**src/rtl/turfbus_pkg.sv**
```systemverilog
// Shared encodings and frame constants for the TURFbus serial link.
// Frame layouts change when TURFBUS_PARITY_EN is defined.
package turfbus_pkg;

  typedef enum logic [2:0] {
    RX_SYNC,
    RX_IDLE,
    RX_HDR,
    RX_DATA,
    RX_PAR,
    RX_STOP
  } rx_state_e;

  typedef enum logic [2:0] {
    TX_IDLE,
    TX_START,
    TX_STAT,
    TX_DATA,
    TX_PAR,
    TX_STOP
  } tx_state_e;

  // Logical bit values; the wires carry the complement.
  localparam logic START_BIT = 1'b1;
  localparam logic STOP_BIT  = 1'b0;

`ifdef TURFBUS_PARITY_EN
  localparam int PAR_BITS = 1;
`else
  localparam int PAR_BITS = 0;
`endif

  function automatic int req_frame_len(input int addr_w, input int data_w, input logic we);
    return 3 + addr_w + PAR_BITS + (we ? data_w : 0);
  endfunction

  function automatic int rsp_frame_len(input int data_w, input logic rd_ok);
    return 3 + PAR_BITS + (rd_ok ? data_w : 0);
  endfunction

endpackage

```
**src/rtl/turfbus_link_tx.sv**
```systemverilog
// Response serializer: start, status, optional read data, [parity], stop on SREQ_neg.
// Parity bit before stop when TURFBUS_PARITY_EN is defined.
module turfbus_link_tx
  import turfbus_pkg::*;
#(
  parameter int DATA_WIDTH = 32
) (
  input  logic                  clk_i,
  input  logic                  rst_n_i,
  input  logic                  rsp_valid_i,
  output logic                  rsp_ready_o,
  input  logic                  rsp_we_i,
  input  logic                  rsp_err_i,
  input  logic [DATA_WIDTH-1:0] rsp_dat_i,
  output logic                  SREQ_neg
);

  localparam int CNT_W = $clog2(DATA_WIDTH + 1);

  tx_state_e             state;
  logic                  err_q;
  logic                  rd_ok_q;
  logic [DATA_WIDTH-1:0] sh_q;
  logic [CNT_W-1:0]      cnt_q;
  tx_state_e             tail_state;
  logic                  tail_neg;

`ifdef TURFBUS_PARITY_EN
  logic par_q;
  assign tail_state = TX_PAR;
  assign tail_neg   = ~par_q;
`else
  assign tail_state = TX_STOP;
  assign tail_neg   = ~STOP_BIT;
`endif

  // SREQ_neg is registered: each transition loads the level of the bit being entered.
  always_ff @(posedge clk_i or negedge rst_n_i) begin
    if (!rst_n_i) begin
      state       <= TX_IDLE;
      rsp_ready_o <= 1'b0;
      SREQ_neg    <= ~STOP_BIT;
      err_q       <= 1'b0;
      rd_ok_q     <= 1'b0;
      sh_q        <= '0;
      cnt_q       <= '0;
`ifdef TURFBUS_PARITY_EN
      par_q       <= 1'b0;
`endif
    end else begin
      case (state)
        TX_IDLE: begin
          if (rsp_valid_i && rsp_ready_o) begin
            rsp_ready_o <= 1'b0;
            err_q       <= rsp_err_i;
            rd_ok_q     <= !rsp_we_i && !rsp_err_i;
            sh_q        <= rsp_dat_i;
`ifdef TURFBUS_PARITY_EN
            par_q       <= rsp_err_i ^ ((!rsp_we_i && !rsp_err_i) ? ^rsp_dat_i : 1'b0);
`endif
            SREQ_neg    <= ~START_BIT;
            state       <= TX_START;
          end else begin
            rsp_ready_o <= 1'b1;
          end
        end
        TX_START: begin
          SREQ_neg <= ~err_q;
          state    <= TX_STAT;
        end
        TX_STAT: begin
          if (rd_ok_q) begin
            SREQ_neg <= ~sh_q[DATA_WIDTH-1];
            sh_q     <= sh_q << 1;
            cnt_q    <= CNT_W'(DATA_WIDTH - 1);
            state    <= TX_DATA;
          end else begin
            SREQ_neg <= tail_neg;
            state    <= tail_state;
          end
        end
        TX_DATA: begin
          if (cnt_q == '0) begin
            SREQ_neg <= tail_neg;
            state    <= tail_state;
          end else begin
            SREQ_neg <= ~sh_q[DATA_WIDTH-1];
            sh_q     <= sh_q << 1;
            cnt_q    <= cnt_q - CNT_W'(1);
          end
        end
        TX_PAR: begin
          SREQ_neg <= ~STOP_BIT;
          state    <= TX_STOP;
        end
        TX_STOP: begin
          rsp_ready_o <= 1'b1;
          state       <= TX_IDLE;
        end
        default: begin
          SREQ_neg <= ~STOP_BIT;
          state    <= TX_IDLE;
        end
      endcase
    end
  end

endmodule

```
**src/rtl/turfbus_link.sv**
```systemverilog
// TURFbus link layer: deframes TREQ_neg into requests, serializes completions on SREQ_neg.
// Request/response parity is added when TURFBUS_PARITY_EN is defined.
module turfbus_link
  import turfbus_pkg::*;
#(
  parameter int ADDR_WIDTH = 20,
  parameter int DATA_WIDTH = 32,
  parameter int IDLE_MIN   = 4
) (
  input  logic                  clk_i,
  input  logic                  rst_n_i,
  input  logic                  TREQ_neg,
  output logic                  SREQ_neg,
  output logic                  req_valid_o,
  input  logic                  req_ready_i,
  output logic                  req_we_o,
  output logic [ADDR_WIDTH-1:0] req_adr_o,
  output logic [DATA_WIDTH-1:0] req_dat_o,
  input  logic                  rsp_valid_i,
  output logic                  rsp_ready_o,
  input  logic                  rsp_we_i,
  input  logic                  rsp_err_i,
  input  logic [DATA_WIDTH-1:0] rsp_dat_i,
  output logic                  err_frame_o,
  output logic                  err_overrun_o
);

  localparam int CNT_MAX = (ADDR_WIDTH > DATA_WIDTH)
                         ? ((ADDR_WIDTH > IDLE_MIN) ? ADDR_WIDTH : IDLE_MIN)
                         : ((DATA_WIDTH > IDLE_MIN) ? DATA_WIDTH : IDLE_MIN);
  localparam int CNT_W   = $clog2(CNT_MAX + 1);

  logic                  d_p0;
  rx_state_e             rx_state;
  logic [CNT_W-1:0]      rx_cnt;
  logic [ADDR_WIDTH:0]   hdr_q;
  logic [DATA_WIDTH-1:0] dat_q;
  logic                  par_fail;
  logic                  stop_ok;
  logic                  stop_bad;
  logic                  held;

`ifdef TURFBUS_PARITY_EN
  localparam rx_state_e RX_TAIL = RX_PAR;
  logic par_acc_q;
  logic par_bad_q;
  assign par_fail = par_bad_q;
`else
  localparam rx_state_e RX_TAIL = RX_STOP;
  assign par_fail = 1'b0;
`endif

  assign stop_ok  = (rx_state == RX_STOP) && (d_p0 == STOP_BIT) && !par_fail;
  assign stop_bad = (rx_state == RX_STOP) && !stop_ok;
  assign held     = req_valid_o && !req_ready_i;

  // Stage p0: registered logical line bit; every RX decision below uses it.
  always_ff @(posedge clk_i or negedge rst_n_i) begin
    if (!rst_n_i) begin
      d_p0     <= STOP_BIT;
      rx_state <= RX_SYNC;
      rx_cnt   <= '0;
      hdr_q    <= '0;
      dat_q    <= '0;
`ifdef TURFBUS_PARITY_EN
      par_acc_q <= 1'b0;
      par_bad_q <= 1'b0;
`endif
    end else begin
      d_p0 <= ~TREQ_neg;
      case (rx_state)
        RX_SYNC: begin
          if (d_p0) begin
            rx_cnt <= '0;
          end else if (rx_cnt == CNT_W'(IDLE_MIN - 1)) begin
            rx_cnt   <= '0;
            rx_state <= RX_IDLE;
          end else begin
            rx_cnt <= rx_cnt + CNT_W'(1);
          end
        end
        RX_IDLE: begin
          if (d_p0 == START_BIT) begin
            rx_cnt   <= CNT_W'(ADDR_WIDTH);
            dat_q    <= '0;
            rx_state <= RX_HDR;
`ifdef TURFBUS_PARITY_EN
            par_acc_q <= 1'b0;
            par_bad_q <= 1'b0;
`endif
          end
        end
        RX_HDR: begin
          hdr_q <= {hdr_q[ADDR_WIDTH-1:0], d_p0};
`ifdef TURFBUS_PARITY_EN
          par_acc_q <= par_acc_q ^ d_p0;
`endif
          // On the last header bit the write flag sits just below the top.
          if (rx_cnt == '0) begin
            if (hdr_q[ADDR_WIDTH-1]) begin
              rx_cnt   <= CNT_W'(DATA_WIDTH - 1);
              rx_state <= RX_DATA;
            end else begin
              rx_state <= RX_TAIL;
            end
          end else begin
            rx_cnt <= rx_cnt - CNT_W'(1);
          end
        end
        RX_DATA: begin
          dat_q <= {dat_q[DATA_WIDTH-2:0], d_p0};
`ifdef TURFBUS_PARITY_EN
          par_acc_q <= par_acc_q ^ d_p0;
`endif
          if (rx_cnt == '0) begin
            rx_state <= RX_TAIL;
          end else begin
            rx_cnt <= rx_cnt - CNT_W'(1);
          end
        end
        RX_PAR: begin
`ifdef TURFBUS_PARITY_EN
          par_bad_q <= par_acc_q ^ d_p0;
          rx_state  <= RX_STOP;
`else
          rx_state  <= RX_SYNC;
`endif
        end
        RX_STOP: begin
          rx_cnt   <= '0;
          rx_state <= stop_ok ? RX_IDLE : RX_SYNC;
        end
        default: begin
          rx_cnt   <= '0;
          rx_state <= RX_SYNC;
        end
      endcase
    end
  end

  // Stage p1: request delivery; a frame completing while the last one is stalled is dropped.
  always_ff @(posedge clk_i or negedge rst_n_i) begin
    if (!rst_n_i) begin
      req_valid_o   <= 1'b0;
      req_we_o      <= 1'b0;
      req_adr_o     <= '0;
      req_dat_o     <= '0;
      err_frame_o   <= 1'b0;
      err_overrun_o <= 1'b0;
    end else begin
      err_frame_o   <= stop_bad;
      err_overrun_o <= stop_ok && held;
      if (stop_ok && !held) begin
        req_valid_o <= 1'b1;
        req_we_o    <= hdr_q[ADDR_WIDTH];
        req_adr_o   <= hdr_q[ADDR_WIDTH-1:0];
        req_dat_o   <= dat_q;
      end else if (req_valid_o && req_ready_i) begin
        req_valid_o <= 1'b0;
      end
    end
  end

  turfbus_link_tx #(
    .DATA_WIDTH (DATA_WIDTH)
  ) u_tx (
    .clk_i       (clk_i),
    .rst_n_i     (rst_n_i),
    .rsp_valid_i (rsp_valid_i),
    .rsp_ready_o (rsp_ready_o),
    .rsp_we_i    (rsp_we_i),
    .rsp_err_i   (rsp_err_i),
    .rsp_dat_i   (rsp_dat_i),
    .SREQ_neg    (SREQ_neg)
  );

endmodule

```
**config.mk**
```make
export PLATFORM = sky130hd
export DESIGN_NAME = turfbus_link
export DESIGN_NICKNAME = d
export VERILOG_FILES = /design/src/rtl/turfbus_pkg.sv /design/src/rtl/turfbus_link_tx.sv /design/src/rtl/turfbus_link.sv
export SDC_FILE = /design/constraint.sdc
export NUM_CORES = 1
export LEC_CHECK = 0
export ABC_AREA = 1
export CAP_MARGIN = 20
export CORE_MARGIN = 3
export CORE_UTILIZATION = 50
export CTS_CLUSTER_DIAMETER = 80
export DETAILED_ROUTE_END_ITERATION = 7
export PLACE_DENSITY_LB_ADDON = 0.3
export SETUP_SLACK_MARGIN = 0.1
export SLEW_MARGIN = 15
export SYNTH_ARGS = -nofsm -noshare
export SYNTH_HDL_FRONTEND = slang
export SYNTH_SLANG_ARGS = --single-unit
```
**constraint.sdc**
```tcl
create_clock -name clk_i -period 1.67 [get_ports clk_i]
set_clock_uncertainty 0.05 [all_clocks]
set_input_delay 0.334 -clock clk_i [delete_from_list [all_inputs] [get_ports clk_i]]
set_output_delay 0.334 -clock clk_i [all_outputs]
set_load 0.03 [all_outputs]
```
* After elaboration in Yosys (flattened, before gate mapping)
Cells that the tools add are included.
** Storage, ports and cells
- Flip-flop bits (word level) :: 164
- Input bits :: 39
- Output and inout port bits :: 58
- Logic and storage cells :: 115
** Cells by class
- $add $sub $neg :: 3
- Eq/ne operators :: 22
- Muxes and demuxes :: 36
- Bitwise operators :: 6
- Reductions and logical operators :: 30
** Operators with widths (count)
- 2-to-1 mux 32 bit :: 4
- case mux 32 bit (3 select lines) :: 1
- case mux 32 bit (2 select lines) :: 1
- 2-to-1 mux 6 bit :: 8
- case mux 3 bit (5 select lines) :: 2
- case mux 6 bit (5 select lines) :: 1
- 2-to-1 mux 3 bit :: 9
- != test 2 bit, second input constant :: 7
- == test 3 x 2 -> 1 bit, second input constant :: 4
- == test 3 bit, second input constant :: 4
- zero test 6 bit :: 2
- case mux 6 bit (2 select lines) :: 1
- subtractor 6 x 1 -> 6 bit, second input constant :: 2
- logical AND 1 bit :: 8
- AND reduction 2 bit :: 4
- AND reduction 4 bit :: 2
- nonzero test 2 bit :: 4
- 2-to-1 mux 1 bit :: 7
- adder 6 x 1 -> 6 bit, second input constant :: 1
- == test 3 x 1 -> 1 bit, second input constant :: 2
- == test 6 x 2 -> 1 bit, second input constant :: 1
- zero test 3 bit :: 2
- != test 2 x 1 -> 1 bit, second input constant :: 3
- NOT 1 bit :: 6
- 7 further kinds :: 11

* Depth between registers and ports, before layout
- Depth after elaboration :: 5
- Mapped depth :: 10
- Depth with buffers taken out :: 9

* Hierarchy
A second synthesis with hierarchy kept.
** Unflattened totals
- Cells, all modules :: 826
- Area total of the unflattened synthesis :: 7086.8 um^2
** Modules (own cells, without submodules)
- turfbus_link :: instances 1, cells each 489, area an instance 4718.3 um^2, seq. area each 2977.9 um^2
- turfbus_link_tx :: instances 1, cells each 337, area an instance 2368.5 um^2, seq. area each 1127.3 um^2

* Worst setup path after synthesis
Ideal clock, no wire load.
- Path kind :: reg2reg
- Start point :: reg u_tx.rsp_ready_o
- End point :: reg u_tx.sh_q[10]
- Library setup time :: 65 ps
- Arrival :: 1370 ps
- Required time :: 1555 ps
- Slack :: 185 ps
- Stages on the path, launching flop included :: 8
- Buffers on the path :: 1
- Period minus slack after synthesis :: 1485 ps
- Cell sequence :: dfrtp_1 > nand2_1 > nand3_1 > nand3_1 > nor3_2 > buf_2 > nand2_1 > nand2_1
** Between the ends
- Word-level cells in the longest chain between the ends :: 3
** RTL lines
- start, declared :: line turfbus_link_tx.sv:11 : output logic rsp_ready_o,
- start signal, assigned :: line turfbus_link_tx.sv:41 : rsp_ready_o <= 1'b0;
- start signal, assigned :: line turfbus_link_tx.sv:54 : rsp_ready_o <= 1'b0;
- start signal, assigned :: line turfbus_link_tx.sv:64 : rsp_ready_o <= 1'b1;
- logical AND 1 bit :: line turfbus_link_tx.sv:53 : if (rsp_valid_i && rsp_ready_o) begin
- != test 2 x 1 -> 1 bit (no line)
- AND reduction 4 bit (no line)
- end signal, assigned :: line turfbus_link_tx.sv:57 : sh_q <= rsp_dat_i;
- end signal, assigned :: line turfbus_link_tx.sv:74 : sh_q <= sh_q << 1;
- end signal, assigned :: line turfbus_link_tx.sv:88 : sh_q <= sh_q << 1;
- end, declared :: line turfbus_link_tx.sv:23 : logic [DATA_WIDTH-1:0] sh_q;
No other way between the ends.
A chain may end at the register's enable or synchronous reset.

* Final worst setup path
- Start point :: reg u_tx.cnt_q[0]
- End point :: reg u_tx.sh_q[2]
** Between the ends
- Word-level cells in the longest chain between the ends :: 3
** RTL lines
- start, declared :: line turfbus_link_tx.sv:24 : logic [CNT_W-1:0] cnt_q;
- start signal, assigned :: line turfbus_link_tx.sv:75 : cnt_q <= CNT_W'(DATA_WIDTH - 1);
- start signal, assigned :: line turfbus_link_tx.sv:89 : cnt_q <= cnt_q - CNT_W'(1);
- zero test 6 bit :: line turfbus_link_tx.sv:83 : if (cnt_q == '0) begin
- != test 2 bit (no line)
- AND reduction 4 bit (no line)
No other way between the ends.

==> results.ini <==
[logic_synthesis]
yosysSeqAreaShare_pct = 57.8
synth_compound_area_share_pct = 10.2
syn_nets = 865
synthSimpleGateAreaFrac_pct = 23.2
synth_top_family_by_area = simple AND/OR/NAND/NOR gates
synth_cell_types = 35
ys_warn_count = 0
avgSynthCellArea_um2 = 8.64
synthAdderAreaFrac_pct = 0.882
syn_inst = 821
synth_xor_area_share_pct = 0.123
syn-cell-area_um2 = 7100
synth.area.mux_share_pct = 0
ys_ff_latch = 164

[setup_path]
start_kind = flop
required_ps = 1930
cp.arrival_ps = 1910
critPathKind = flop to flop
worst-path-buf-inv = 3
critPathTopFamily = simple AND/OR/NAND/NOR gates
crit_fanout = 8
worst_path_most_repeated_cell = nand2_1
crit_slowest_cell = dfrtp_1
slowest_delay_ps = 400
end_kind = flop
crit_chain = inv_2, ha_4, nand4_1, nor2_4, nor3_4, buf_6, clkbuf_16, nand2_1, nand2_1

[timing]
slew_headroom_pct = 69.6
rsz0062_at_grt = yes
whs_ps = 352
worst_slack_ps = 13.6
setup_viol = 0
slew_viol_final = 0
tightest_slew_ps = 453
post-route-period-util_pct = 99.2
finalSetupTns_ps = 0
max_freq_mhz = 604
fin_crit_ps = 1660
hold_violations = 0

[floorplan]
boundaryPins = 97
dieArea_um2 = 15700
die_h_um = 125
start_util_pct = 52.3
rows = 42
coreArea_um2 = 13600
die_w_um = 125

[clock_tree]
cts.clk_slew.worst_paths_ps = 60
htree_levels = 4
cts_tree = done
cts.path.max_buffers = 2
clockRootBuffer = clkbuf_16
clock_latency_ps = 420
cts_inserted_buffers = 17
clock-sinks = 164

[global_routing]
grt_util_all_layers_pct = 19.5
antenna_found_initial = 0
grt_pass1_vias = 5302
grt_overflow = 0
grt_max_degree = 56
grt_first_pass_wirelength_um = 25300

[hold_path]
hp-class = primary input to async pin

[placed_design]
io_buffers = 96
dp.cells = 1083
dp_hpwl_um = 9980
pre_cts_slack_ps = -173
gp_congestion = 0.847

[layout]
diodes = 0
syn_to_final_growth_pct = 29.3
drive_gt1_share_pct = 19.4
final_cell_mix = nand2_1 (290), dfrtp_1 (159), inv_1 (79), o21ai_0 (42), o21ai_1 (40)
finalNonFillerCells = 1129
final_common_cell = nand2_1
nNetsFinal = 985

[drt]
num_vias = 5786
wire_per_inst_um = 14.2
wirelength_um = 16100
drc = 0
drtAntennaViolNets = 0
viasPerCell = 5.12
drtIter0Drc = 420
dr.pass1.iters = 7

[job]
drv_cap = 0

[power_and_ir_drop]
p_per_area_nw_per_um2 = 1690
power_w = 0.0156
p_leak_nw = 4.49
vdd_drop_max_v = 0.000912

[status]
status = completed

per-stage QoR:
step	cell area (um2)	util [%]
2_1_floorplan	7100	-
3_3_place_gp	8340	61.5
3_5_place_dp	8340	61.5
4_1_cts	8930	65.8
5_1_grt	9180	67.7
6_report	9180	67.7
synth_stat cells:
master	n	share of area [%]
inv_2	6	0.32
nand2_2	2	0.18
or2_2	1	0.088
nor2_2	4	0.35
o21ai_2	4	0.49
nand3_1	25	1.8
ha_1	5	0.88
nand2_4	3	0.48
nor3_1	2	0.14
o22ai_1	33	2.9
buf_6	8	1.3
clkbuf_1	13	0.69
a21oi_1	5	0.35
a21o_1	1	0.11
nor2_1	19	1.0
dfstp_2	1	0.37
o21ai_0	43	3.0
dfrtp_1	163	57
o31ai_1	1	0.11
buf_1	3	0.16
nor4_1	1	0.088
nor3_2	3	0.42
o21ai_1	40	2.8
xor2_1	1	0.12
nor2_4	3	0.48
nand4_2	1	0.18
nand4_1	11	0.97
buf_4	3	0.32
o211ai_1	1	0.11
buf_2	9	0.63
inv_1	82	4.3
o211ai_2	1	0.18
nand2_1	321	17
a22oi_1	1	0.11
nand3b_1	1	0.11
routing by layer:
metal	GRT usage (%)	vias up	part of all wire [%]
li1	-	2848	-
met1	26.7	2739	44
met2	31.3	184	50
met3	4.90	15	5.1
met4	5.10	0	1.1
met5	0	-	0
cells by family (layout without fill, tap and decap cells):
| family | Yosys count | count (layout) |
|---|---|---|
| compound gates | 130 | 130 |
| xor+xnor | 1 | 1 |
| fa+ha+maj | 5 | 5 |
| buf+inv | 124 | 255 |
| flops | 164 | 164 |
| simple gates | 397 | 398 |
power by group:
part	total [W]	switching, W	internal [W]	leakage [nW]
Combinational	0.00626	0.00395	0.00232	2.02
Clock	0.00375	0.00150	0.00224	0.286
Sequential	0.00554	0.000625	0.00492	2.19
Total	0.0156	0.00607	0.00948	4.49
sequential cells by signal (all words and copies together), names as in the netlist, 3 cells and up:
name        flops
u_tx.sh_q      32
u_tx.state      3
req_dat_o      32
dat_q          32
u_tx.cnt_q      6
rx_cnt          6
req_adr_o      20
hdr_q          21
rx_state        3
layout make-up:
| type | instances | area [um2] |
|---|---|---|
| well taps | 176 | 220 |
| clock buffers | 24 | 502 |
| flip-flops and latches | 164 | 4110 |
| inverters | 88 | 330 |
| fillers | 1053 | 4380 |
| repair buffers | 136 | 1270 |
| multi-input cells | 534 | 2680 |
| clock inverters | 7 | 71.3 |
timing repair:
| action | in CTS | in global routing |
|---|---|---|
| buffers inserted | 0 | 10 |
| endpoints found under the hold margin | 35 | 0 |
| cloned | 0 | 4 |
| gates resized for setup | 113 | 110 |
| pin swaps | 1 | 11 |
| hold buffers | 1 | 0 |
| endpoints found under the setup margin | 90 | 114 |
path summary, 6_finish.rpt:
check | startpoint | to | slack (ps) | cells after the start
worst min-delay path | rst_n_i | hdr_q[4]$_DFFE_PN0P_ | 350 | 2
worst max-delay path | u_tx.cnt_q[0]$_DFFE_PN0P_ | u_tx.sh_q[2]$_DFFE_PN0P_ | 10 | 9
min in group clk_i | TREQ_neg | d_p0$_DFF_PN0_ | 350 | 2
worst min register to register | u_tx.sh_q[15]$_DFFE_PN0P_ | u_tx.sh_q[15]$_DFFE_PN0P_ | 430 | 2
worst max register to register | u_tx.cnt_q[0]$_DFFE_PN0P_ | u_tx.sh_q[2]$_DFFE_PN0P_ | 10 | 9
max in group asynchronous | rst_n_i | hdr_q[10]$_DFFE_PN0P_ | 630 | 3
No activity file was read; power rests on OpenSTA's default activity.
